$ cat config.mk
export PLATFORM = sky130hd
export DESIGN_NAME = tx_gearbox_seq
export DESIGN_NICKNAME = d
export VERILOG_FILES = /design/src/rtl/tx_gearbox_seq.sv
export SDC_FILE = /design/constraint.sdc
export NUM_CORES = 1
export LEC_CHECK = 0
export CORE_MARGIN = 2
export CORE_UTILIZATION = 60
export DETAILED_ROUTE_END_ITERATION = 10
export PLACE_DENSITY = 0.86
export RECOVER_POWER = 25
export SLEW_MARGIN = 10
export SYNTH_ARGS = -nofsm -noshare
export SYNTH_HDL_FRONTEND = slang
export SYNTH_SLANG_ARGS = --single-unit
$ cat constraint.sdc
create_clock -name i_txc -period 3.9 [get_ports i_txc]
set_input_delay 0.78 -clock i_txc [delete_from_list [all_inputs] [get_ports i_txc]]
set_output_delay 0.78 -clock i_txc [all_outputs]
set_load 0.005 [all_outputs]
$ cat src/rtl/tx_gearbox_seq.sv
// TX gearbox sequencer: brings the link up after transceiver ready plus a holdoff,
// then drives the 33-cycle gearbox sequence, encoder pause, word select and header-valid strobes.
module tx_gearbox_seq #(
  parameter int unsigned INIT_HOLDOFF = 64,
  parameter int unsigned PAUSE_INDEX  = 32
) (
  input  logic       i_txc,
  input  logic       i_reset_n,
  input  logic       i_gt_ready,
  output logic [5:0] o_gearbox_seq,
  output logic       o_tx_pause,
  output logic       o_frame_word,
  output logic       o_header_valid,
  output logic       o_init_done,
  output logic [1:0] o_state
);

  typedef enum logic [1:0] {
    IDLE       = 2'd0,
    WAIT_READY = 2'd1,
    HOLDOFF    = 2'd2,
    RUN        = 2'd3
  } state_t;

  localparam logic [15:0] HOLD_LAST = 16'(INIT_HOLDOFF - 1);
  localparam logic [5:0]  SEQ_LAST  = 6'd32;
  localparam logic [5:0]  PAUSE_SEQ = 6'(PAUSE_INDEX);

  state_t      state, state_nxt;
  logic [15:0] hold_cnt, hold_cnt_nxt;
  logic [5:0]  seq_nxt;
  logic        active_nxt, continuing;
  logic        pause_nxt, frame_nxt, header_nxt, done_nxt;

  // State register; every output is registered alongside it.
  always_ff @(posedge i_txc or negedge i_reset_n) begin
    if (!i_reset_n) begin
      state          <= IDLE;
      hold_cnt       <= '0;
      o_gearbox_seq  <= '0;
      o_tx_pause     <= 1'b0;
      o_frame_word   <= 1'b0;
      o_header_valid <= 1'b0;
      o_init_done    <= 1'b0;
    end else begin
      state          <= state_nxt;
      hold_cnt       <= hold_cnt_nxt;
      o_gearbox_seq  <= seq_nxt;
      o_tx_pause     <= pause_nxt;
      o_frame_word   <= frame_nxt;
      o_header_valid <= header_nxt;
      o_init_done    <= done_nxt;
    end
  end

  assign o_state = state;

  // Next-state logic; loss of ready wins over every other transition.
  always_comb begin
    state_nxt = state;
    unique case (state)
      IDLE:       state_nxt = WAIT_READY;
      WAIT_READY: if (i_gt_ready) state_nxt = HOLDOFF;
      HOLDOFF: begin
        if (!i_gt_ready)                state_nxt = WAIT_READY;
        else if (hold_cnt == HOLD_LAST) state_nxt = RUN;
      end
      RUN:        if (!i_gt_ready) state_nxt = WAIT_READY;
      default:    state_nxt = IDLE;
    endcase
  end

  // Next values of the registered outputs, derived from the upcoming state.
  always_comb begin
    active_nxt = (state_nxt == HOLDOFF) || (state_nxt == RUN);
    continuing = active_nxt && ((state == HOLDOFF) || (state == RUN));

    if (!continuing || (o_gearbox_seq == SEQ_LAST)) seq_nxt = '0;
    else                                            seq_nxt = o_gearbox_seq + 6'd1;

    pause_nxt = active_nxt && (seq_nxt == PAUSE_SEQ);

    // Word select restarts at 0 each period so 33 cycles carry exactly 16 blocks.
    if (!active_nxt || (seq_nxt == '0)) frame_nxt = 1'b0;
    else if (pause_nxt)                 frame_nxt = o_frame_word;
    else                                frame_nxt = ~o_frame_word;

    header_nxt = active_nxt && !frame_nxt && !pause_nxt;
    done_nxt   = (state_nxt == RUN);

    if ((state_nxt == HOLDOFF) && (state != HOLDOFF))  hold_cnt_nxt = '0;
    else if ((state == HOLDOFF) && (hold_cnt != '1))   hold_cnt_nxt = hold_cnt + 16'd1;
    else                                               hold_cnt_nxt = hold_cnt;
  end

endmodule

==> impl_metrics.csv <==
group,metric,value,unit
yosys,yosysSeqAreaShare,0.469,
clock_tree,cts_buffers,3,
critical_path,cp.required,4.10,ns
critical_path,cp_slowest_stage_delay,1.08,ns
timing,fmax,458,MHz
finish,regArea,701,sq um
power_and_ir_drop,leakage,0.000749,uW
routing,drt_iter0_drc,42,
clock_tree,clk_pin_slew,0.15,ns
yosys,ys.warnings.count,0,
worst_hold_path,min_path_cells,1,
yosys,postSynthCellCount,158,
die,start_util,0.620,
die,die_area,0.00291,sq mm
place,dpl.hpwl,2.26,mm
yosys,syn_area,0.00149,sq mm
clock_tree,cts_root_buf,"clkbuf_4",
timing,worst_slack,1.72,ns
timing,worst_slew_pin_slew,1.49,ns
die,ioPinCount,15,
critical_path,cp-start-kind,"primary input",
timing,setup_viol,0,
timing,slew_headroom,0.00968,
place,gp_congestion,0.814,
routing,drt_first_pass_iters,4,
routing,vias_per_cell,6.17,
power_and_ir_drop,vdd_ir_drop_max,261,uV
finish,syn_to_final_growth,13.0,%
grt,grt_util_all_layers,0.237,
finish,antenna_cells,0,
routing,drt_wl_total,3.06,mm
grt,overflow,0,
run_status,status,"finished clean",
critical_path,path_cells,"dlygate4sd3_1, clkbuf_1",
critical_path,path_buf_inv,2,
grt,antenna_found_initial,0,
routing,drt-wirelength-per-cell,15.2,um
critical_path,r2r_end,"hold_cnt[13]",
die,std_cell_rows,18,
clock_tree,cts_hold_buf,0,
grt,grt_pass1_vias,1038,
clock_tree,postCtsSetupBuffers,0,
critical_path,rr_startpoint,"o_state[0]",
timing,finalSetupTns,0,ns
critical_path,worstSetupPathType,"in -> async",
die,chipHeight,53.9,um
critical_path,cp.arrival,2.38,ns
critical_path,cp_slowest_cell,"clkbuf_1",
timing,rsz0062_at_grt,"false",
worst_hold_path,hold_start,"hold_cnt[3]",
yosys,syn_nets,164,
critical_path,cp-end-kind,"asynchronous set/reset pin",
timing,worst_clock_skew,0.00783,ns
yosys,yosys_register_bits,28,
timing,fin_crit,2.18,ns
grt,grt_pass1_wl,4.89,mm
critical_path,worstPathMaxFanout,28,
finish,final_nets,178,
timing,slew_viol_final,0,
yosys,ys_types,36,
run,max_cap_violations,0,
routing,vias,1241,
place,dp_worst_setup_slack,1.39,ns
timing,post-route-period-util,0.560,
clock_tree,cts_tree,"built",
routing,post-route-drc-count,0,
clock_tree,cts_buffer_depth,2,
timing,final_hold_viol_count,0,
grt,grt_max_degree,29,
place,port_buffers,14,
routing,drtAntennaViolNets,0,
worst_hold_path,hold_end,"hold_cnt[3]",
critical_path,reg2regPathDepth,4,
finish,drive_above_1_share,0.0292,
clock_tree,clk_latency,0.32,ns
power_and_ir_drop,powerDensity,304,mW/mm^2
clock_tree,cts_resized,0,
finish,multiInputGateArea,747,sq um
worst_hold_path,hold_path.class,"reg -> reg",
critical_path,r2r_slack,1.75,ns
yosys,synth.avg_cell_area,9.46,sq um
clock_tree,htree_levels,1,
clock_tree,cts.sinks,28,
critical_path,crit_family,"buffers and inverters",
finish,fillers,173,
die,die_x,53.9,um
die,coreArea,0.00241,sq mm
critical_path,cp.depth,2,
## worst register-to-register path: stages (launching register included)
cell and delay (ns):
dfrtp_1 0.45, nand2b_1 0.24, or4_1 0.71, or4_1 0.55, a21oi_1 0.15
## per-layer routing
metal | GRT usage | vias to the layer above | part of all wire
met5 | 0 | - | 0
met3 | 0.0361 | 5 | 0.027
met2 | 0.348 | 25 | 0.46
li1 | - | 607 | -
met4 | 0.0641 | 0 | 0.012
met1 | 0.364 | 604 | 0.50
## state kept, by name, summed over array words and instances, names as in the netlist
register and cells:
o_init_done 1, o_tx_pause 1, hold_cnt 16, o_header_valid 1, o_frame_word 1, o_gearbox_seq 6
o_state 2
## per-stage QoR
step                total power [uW]  utilization  hold WS [ns]  cell area, sq um  std cells
floorplan                        350            -         0.468              1490        158
global placement                 377        0.687         0.486              1660        197
detailed placement               380        0.687         0.498              1660        197
CTS                              516        0.702         0.519              1690        201
global route                     536        0.700         0.545              1690        201
finish                           513        0.700         0.513              1690        201
## worst max-delay path by stage
stage / startpoint / to / slack, ns
6_report: i_reset_n / o_gearbox_seq[3] / 1.72
5_1_grt: i_reset_n / o_header_valid / 1.33
4_1_cts: i_gt_ready / o_header_valid / 1.74
3_5_place_dp: i_gt_ready / o_header_valid / 1.39
3_3_place_gp: i_gt_ready / o_header_valid / 1.46
2_1_floorplan: o_state[0] / hold_cnt[13] / 1.92
## cells in the mapped netlist
cell type	count	area share
xnor2_1	2	0.012
dfrtp_1	28	0.47
buf_2	1	0.0033
clkbuf_1	4	0.010
o41ai_1	1	0.0059
nand3b_1	1	0.0050
mux2i_1	9	0.060
nor4_1	1	0.0042
buf_1	1	0.0025
a211oi_1	1	0.0050
ha_1	3	0.025
nand4_1	3	0.013
o21ai_0	7	0.023
and4_1	5	0.029
nor2_1	11	0.028
o21a_1	1	0.0050
a41o_1	2	0.013
nand3_1	9	0.030
o311a_1	2	0.013
nor3b_1	1	0.0050
nand2b_1	4	0.017
a31oi_1	3	0.013
or3_1	4	0.017
nor3_1	7	0.023
o211ai_1	2	0.010
o31ai_1	3	0.015
nand2_1	18	0.045
and2_1	2	0.0084
xor2_1	2	0.012
a21oi_1	4	0.013
inv_1	6	0.015
or2_2	1	0.0042
nand4b_1	1	0.0059
or4_1	5	0.025
and2b_1	2	0.010
and3_1	1	0.0042
## cell type report
class / count / share of cell area
clock buffers: 4 / 0.0215
flip-flops and latches: 28 / 0.415
inverters: 6 / 0.0133
well taps: 30 / 0.0222
multi-input cells: 118 / 0.443
repair buffers: 15 / 0.0852
## power by group
part	leakage (uW)	internal, uW	switching (uW)
clock	0.0000210	57.0	81.5
sequential	0.000380	302	13.5
combinational	0.000348	26.2	32.2
## kinds of logic after synthesis
| family | share of synthesized area |
|---|---|
| AND/OR/NAND/NOR | 0.274 |
| flip-flops | 0.469 |
| AO/OA/AOI/OAI | 0.117 |
| buffers and inverters | 0.0310 |
| multiplexers | 0.0603 |
| XOR/XNOR | 0.0235 |
| adder cells (fa/ha/maj) | 0.0251 |
## layout by cell type, fill, tap and decap left out
master           Yosys  final
a211oi_1             1      1
a21oi_1              4      4
a31oi_1              3      3
a41o_1               2      2
and2_1               2      2
and2b_1              2      2
and3_1               1      1
and4_1               5      5
clkbuf_1             4      1
clkbuf_4             0      3
clkbuf_8             0      1
clkdlybuf4s50_1      0     13
dfrtp_1             28     28
dlygate4sd3_1        0      1
ha_1                 3      3
inv_1                6      6
mux2i_1              9      9
nand2_1             18     18
nand2b_1             4      4
nand3_1              9      9
nand3b_1             1      1
nand4_1              3      3
nand4b_1             1      1
nor2_1              11     11
nor3_1               7      7
nor3b_1              1      1
nor4_1               1      1
o211ai_1             2      2
o21a_1               1      1
o21ai_0              7      7
o311a_1              2      2
o31ai_1              3      3
o41ai_1              1      1
or2_2                1      1
or3_1                4      4
or4_1                5      5
xnor2_1              2      2
xor2_1               2      2
(Power assumes the default switching activity.)
